[config.mk]
export PLATFORM = sky130hd
export DESIGN_NAME = btn_debounce
export DESIGN_NICKNAME = d
export VERILOG_FILES = /design/src/rtl/btn_pkg.sv /design/src/rtl/sync_chain.sv /design/src/rtl/btn_debounce.sv
export SDC_FILE = /design/constraint.sdc
export NUM_CORES = 1
export LEC_CHECK = 0
export ABC_AREA = 1
export CORE_MARGIN = 3
export CORE_UTILIZATION = 43
export CTS_CLUSTER_SIZE = 28
export DETAILED_ROUTE_END_ITERATION = 7
export PLACE_DENSITY = 0.63
export SLEW_MARGIN = 20
export SYNTH_ARGS = -nofsm -noshare
export SYNTH_HDL_FRONTEND = slang
export SYNTH_SLANG_ARGS = --single-unit
[constraint.sdc]
create_clock -name clk -period 2.5 [get_ports clk]
set_input_delay 0.5 -clock clk [delete_from_list [all_inputs] [get_ports clk]]
set_output_delay 0.5 -clock clk [all_outputs]
set_load 0.02 [all_outputs]
[src/rtl/btn_pkg.sv]
// Shared types and helpers for the push-button input stage.
// State encoding is fixed so waveforms and debug probes stay readable across revisions.
package btn_pkg;

  typedef enum logic [1:0] {
    StRel   = 2'd0,
    StWaitP = 2'd1,
    StHeld  = 2'd2,
    StWaitR = 2'd3
  } btn_state_e;

  // Pin level seen when nobody touches the button.
  function automatic logic idle_pin_level(input bit active_low);
    return active_low ? 1'b1 : 1'b0;
  endfunction

endpackage

[src/rtl/sync_chain.sv]
// Single-bit multi-flop synchroniser for asynchronous board inputs.
// Resets synchronously to RST_VAL so the downstream logic sees a known idle level.
module sync_chain #(
  parameter int unsigned SYNC_STAGES = 2,
  parameter logic        RST_VAL     = 1'b0
) (
  input  logic clk,
  input  logic rst,
  input  logic d,
  output logic q
);

  if (SYNC_STAGES < 2) begin : g_bad_stages
    $error("sync_chain: SYNC_STAGES must be >= 2");
  end

  logic [SYNC_STAGES-1:0] stages_q;

  always_ff @(posedge clk) begin
    if (rst) begin
      stages_q <= {SYNC_STAGES{RST_VAL}};
    end else begin
      stages_q <= {stages_q[SYNC_STAGES-2:0], d};
    end
  end

  assign q = stages_q[SYNC_STAGES-1];

endmodule

[src/rtl/btn_debounce.sv]
// Push-button front end: synchronise, debounce, and emit a clean level plus
// single-cycle press/release pulses for the LED counter's step input.
module btn_debounce
  import btn_pkg::*;
#(
  parameter int unsigned DEBOUNCE_CYCLES = 250000,
  parameter int unsigned SYNC_STAGES     = 2,
  parameter bit          ACTIVE_LOW      = 1'b1
) (
  input  logic clk,
  input  logic rst,
  input  logic btn_in,
  output logic btn_level,
  output logic press_pulse,
  output logic release_pulse
);

  if (DEBOUNCE_CYCLES < 2) begin : g_bad_cycles
    $error("btn_debounce: DEBOUNCE_CYCLES must be >= 2");
  end

  localparam int unsigned CntW      = $clog2(DEBOUNCE_CYCLES);
  localparam logic [CntW-1:0] CntMax = CntW'(DEBOUNCE_CYCLES - 1);
  localparam logic IdleLevel        = idle_pin_level(ACTIVE_LOW);

  logic       pin_sync;
  logic       s;
  logic       done;

  btn_state_e      state_q;
  logic [CntW-1:0] cnt_q;
  logic            level_q;
  logic            press_q;
  logic            release_q;

  sync_chain #(
    .SYNC_STAGES(SYNC_STAGES),
    .RST_VAL    (IdleLevel)
  ) u_sync (
    .clk(clk),
    .rst(rst),
    .d  (btn_in),
    .q  (pin_sync)
  );

  // Normalise polarity so 1 always means pressed from here on.
  assign s    = pin_sync ^ ACTIVE_LOW;
  assign done = (cnt_q == CntMax);

  always_ff @(posedge clk) begin
    if (rst) begin
      state_q   <= StRel;
      cnt_q     <= '0;
      level_q   <= 1'b0;
      press_q   <= 1'b0;
      release_q <= 1'b0;
    end else begin
      press_q   <= 1'b0;
      release_q <= 1'b0;

      // Count only while the input disagrees with the accepted level; any
      // agreement (a bounce) restarts the window. Cleared at the accept point.
      if (s == level_q || done) begin
        cnt_q <= '0;
      end else begin
        cnt_q <= cnt_q + 1'b1;
      end

      unique case (state_q)
        StRel: begin
          if (s) state_q <= StWaitP;
        end
        StWaitP: begin
          if (!s) begin
            state_q <= StRel;
          end else if (done) begin
            state_q <= StHeld;
            level_q <= 1'b1;
            press_q <= 1'b1;
          end
        end
        StHeld: begin
          if (!s) state_q <= StWaitR;
        end
        StWaitR: begin
          if (s) begin
            state_q <= StHeld;
          end else if (done) begin
            state_q   <= StRel;
            level_q   <= 1'b0;
            release_q <= 1'b1;
          end
        end
        default: state_q <= StRel;
      endcase
    end
  end

  assign btn_level     = level_q;
  assign press_pulse   = press_q;
  assign release_pulse = release_q;

  a_pulse_excl: assert property (@(posedge clk) disable iff (rst)
    !(press_q && release_q));
  a_no_back_to_back: assert property (@(posedge clk) disable iff (rst)
    (press_q || release_q) |=> !(press_q || release_q));

endmodule

# Word-level counts from Yosys, hierarchy flattened
# Cells that the tools add are included.
# word_totals
output_inout_bits	3
input_bits	3
reg_bits	25
# op_classes
bitwise_logic	3
n_reduce_logical	8
addsub	1
muxes	13
n_eq_ne	13
# op_table
op	n
$add A18 B1 Y18 const B	1
$eq A18 B18 Y1 const B	1
$mux W2	6
$ne A2 B2 Y1 const B	4
$pmux W2 S4	1
$reduce_or A3 Y1	2
$mux W1	5
$reduce_and A5 Y1	1
$eq A2 B2 Y1 const B	2
$ne A2 B1 Y1 const B	2
$reduce_and A4 Y1	1
$ne A3 B2 Y1 const B	1
$ne A3 B3 Y1 const B	1
$not A1 Y1	3
$eq A2 B1 Y1 const B	1
$logic_not A2 Y1	1
$pmux W1 S2	1
$reduce_bool A2 Y1	1
$reduce_or A2 Y1	1
$eq A1 B1 Y1	1
$logic_or A1 B1 Y1	1

# Depth between registers and ports, before layout
# logic_depth
ltp_word	4
ltp_mapped	8
depth_no_buf	8

# Hierarchy
# Synthesis repeated with hierarchy kept, for this count alone.
# unflattened
cells_unflattened	173
area_unflattened_um2	1253.7
# modules_own_cells
mod	seq_area_each_um2	cells_per_inst	area_per_inst_um2	n_inst
btn_debounce	460.4	166	1194.9	1
sync_chain	40.0	7	58.8	1

# Least setup slack after synthesis
# No wires, ideal clock.
# synth_path
kind	reg2reg
from	register cnt_q[0]
to	register cnt_q[9]
setup_time_ns	0.114
required_ns	2.386
arrival_time_ns	1.250
path_stages_with_launch	8
slack_ns	1.135
path_cell_list	dfxtp_1 > ha_1 > nand3_1 > nor2_2 > nand2_1 > nand2_4 > buf_6 > nor2_1
# synth_between
elab_chain_len	3
elab_cells_between_ends	4
# synth_lines
element	line_no	text
from (decl)	btn_debounce.sv:31	logic [CntW-1:0] cnt_q;
from (signal assigned)	btn_debounce.sv:66	cnt_q <= cnt_q + 1'b1;
branches (longest 3 deep; another with $add A18 B1 Y18)	n/a	
# Parallel ways; which one is timed is not known.
# A chain may end at the register's enable or synchronous reset.

# Worst setup path in the final report
# layout_path
from	register level_q, in the netlist btn_level
to	output port btn_level
# layout_lines
element	line_no	text
from (decl)	btn_debounce.sv:32	logic level_q;
from (signal assigned)	btn_debounce.sv:54	level_q <= 1'b0;
from (signal assigned)	btn_debounce.sv:78	level_q <= 1'b1;
from (signal assigned)	btn_debounce.sv:90	level_q <= 1'b0;
to (decl)	btn_debounce.sv:13	output logic btn_level,
# No word-level cell between the ends.

==> impl_results.md <==
* Post-DP Area at 1330 um2
* Max Cap Violations at 0
* Starting Density at 47.9%
* CTS clk-pin slew, worst paths at 120 ps
* Power, Total at 0.592 mW
* Starting DRC count in detailed routing at 46
* Die area at 3590 um2
* Period utilisation layout at 70.2%
* Yosys warns at 0
* Clock Tree Root: clkbuf_4
* CTS tree: done
* Adder-cell share of the synthesized area at 1.00%
* Antenna violations before repair at 0
* Worst-Margin Slew at 289 ps
* Postcts setup bufs at 0
* Crit-path cells: clkdlybuf4s50_1
* Startpoint type of the worst setup path: flip-flop
* Max Clk Rate at 570 MHz
* DR vias at 1086
* Fin area at 1350 um2
* Fin nets at 188
* Synth Area in Compound Gates at 7.20%
* CP top delay family: buffers and inverters
* CTS Buf Count at 3
* Avg WL per Cell at 11.3 um
* Hold Path Class: reg -> reg
* Layout area overhead at 8.20%
* Sequential fraction of the synthesis area at 40.0%
* Number of inserted diodes at 0
* First-pass DRT Iterations at 4
* GRT Overall Usage at 15.2%
* Required @ worst endpoint at 2000 ps
* Num rows at 18
* IO buf count at 5
* Crit path capture type: output pin
* Hold Slack at 430 ps
* Global-route wire length before repair at 4.26 mm
* RSZ-0062 raised after global routing: no
* Main combinational cell family by area after synthesis: simple AND/OR/NAND/NOR gates
* Post-synth EDFFs at 0
* Library cells used by synthesis at 28
* Fin. max-slew vios at 0
* Slew HR at 80.6%
* Fraction of layout cells with a size suffix above 1 at 12.0%
* Clock sinks at 25
* Die height at 59.9 um
* Hold violation total from the final report at 0
* Critical Path Fanout Max at 2
* Cell count after synthesis at 175
* Post-CTS resize count at 0
* CP arrival at 1250 ps
* WP buf/inv at 1
* Post-Synth Simple-Gate Area at 40.8%
* Die W at 59.9 um
* Ys flop type: dfxtp_1
* Synth Net Count at 179
* Antenna viol nets, final at 0
* Yosys top cell area share at 40.0%
* DRC at 0
* Gpl congestion at 0.889
* Mapped Area at 1250 um2
* Vias in the first global route at 998
* Aggregate routed wire length at 2.42 mm
* Largest net degree at the start of global routing at 18
* Area contributors post-synth: dfxtp_1 40%, nand2_1 11%, nor2_1 9.0%, inv_1 6.3%, nand3_1 5.2%
* Pleak at 0.438 nW
* Status: completed
* Power per cell area at 437 nW/um2
* Hold_buf cts at 0
* Worst path slowest cell: clkdlybuf4s50_1
* Htree depth at 1
* Final setup fails at 0
* Avg Inst Size Synth at 7.15 um2
* Fin crit period at 1750 ps
* Top post-synthesis cells by count: 37 x nand2_1, 30 x nor2_1, 25 x dfxtp_1, 21 x inv_1, 13 x nand3_1
* Max incr delay on CP at 600 ps
* Detailed placer's ending HPWL at 1.88 mm
* Seq cells post-synth at 25
* TNS Setup at 0 ps
* Post-synthesis async set-or-reset flop share at 0%
* Clock skew at 5.31 ps
* Clock Path Buffers at 2
* Most common cell in the netlist: nand2_1
* Mux contribution to synthesized area at 0%
* Yosys top cell by area: dfxtp_1
* IO Pins at 6
* Vias per std cell at 5.10
* VDD IR max at 330 uV
* Clock Latency Late Sink at 310 ps
* Post-synthesis xor/xnor area fraction at 3.50%
* Setup Crit Path Kind: reg -> out
* GR Overflow Total at 0
* Core Region at 2610 um2
-- path summary, 6_finish.rpt --
kind,startpoint,endpoint,slack [ps],cells past startpoint
worst max register to register,cnt_q[0]$_SDFF_PP0_,cnt_q[10]$_SDFF_PP0_,950,6
worst max-delay path,btn_level$_SDFFE_PP0P_,btn_level,750,1
worst min-delay path,u_sync.stages_q[0]$_SDFF_PP1_,u_sync.stages_q[1]$_SDFF_PP1_,430,1
worst min register to register,u_sync.stages_q[0]$_SDFF_PP1_,u_sync.stages_q[1]$_SDFF_PP1_,430,1
-- state kept, by name, indices dropped and copies added, names as in the netlist, named ones only --
register and count:
cnt_q 18, u_sync.stages_q 2, btn_level 1, press_pulse 1
release_pulse 1, state_q 1
-- layout by cell type (no fill, tap or decap) --
cell              n
nand4_1           9
clkbuf_4          3
nand2_4           1
dfxtp_1          25
or2_2             4
nor3b_1           1
inv_2             1
a31oi_1           1
clkdlybuf4s50_1   5
nor3_1            2
nor3_4            1
a21oi_2           4
ha_1              1
o21ai_0           1
nor2_1           30
nand2_2           1
nand3b_1          1
a21oi_1           6
xor2_1            3
nand3_2           1
inv_1            21
nor3b_2           1
xnor2_1           2
o21ai_2           1
or2_1             1
nand2_1          37
nor2_2            4
o21ai_1           1
clkbuf_1          1
nand3_1          13
-- logic make-up (layout without fill, tap and decap cells) --
| logic type | after synthesis | in the layout |
|---|---|---|
| adders and majority gates | 1 | 1 |
| buffers and inverters | 23 | 31 |
| xor gates and xnor gates | 5 | 5 |
| DFF | 25 | 25 |
| AOI/OAI and AO/OA | 14 | 14 |
| and+or+nand+nor | 107 | 107 |
-- per-stage QoR --
stage | setup WS, ps | std cells | utilization, %
after floorplan | 1140 | 175 | -
after global placement | 692 | 209 | 50.8
after detailed placement | 634 | 209 | 50.8
after CTS | 723 | 213 | 51.8
after global routing | 682 | 213 | 51.8
final | 746 | 213 | 51.8
-- layout make-up --
cell class                 instances  area (um2)
sequential                        25         500
fill                             281        1260
multi-input combinational        127         657
clock buffer                       4        26.3
inverter                          22        82.6
timing repair buffer               5        50.0
tap                               30        37.5
-- layer usage --
| metal | global-route usage, % | share of wire [%] |
|---|---|---|
| met4 | 2.85 | 0.54 |
| met2 | 24.8 | 46 |
| met5 | 0 | 0 |
| met1 | 20.4 | 51 |
| met3 | 3.89 | 2.4 |
-- power breakdown --
group	switching, mW	internal (mW)
registers	0.00193	0.401
clock network	0.113	0.0623
logic	0.00739	0.00601
Note: power is estimated with default switching activity, not from simulation.
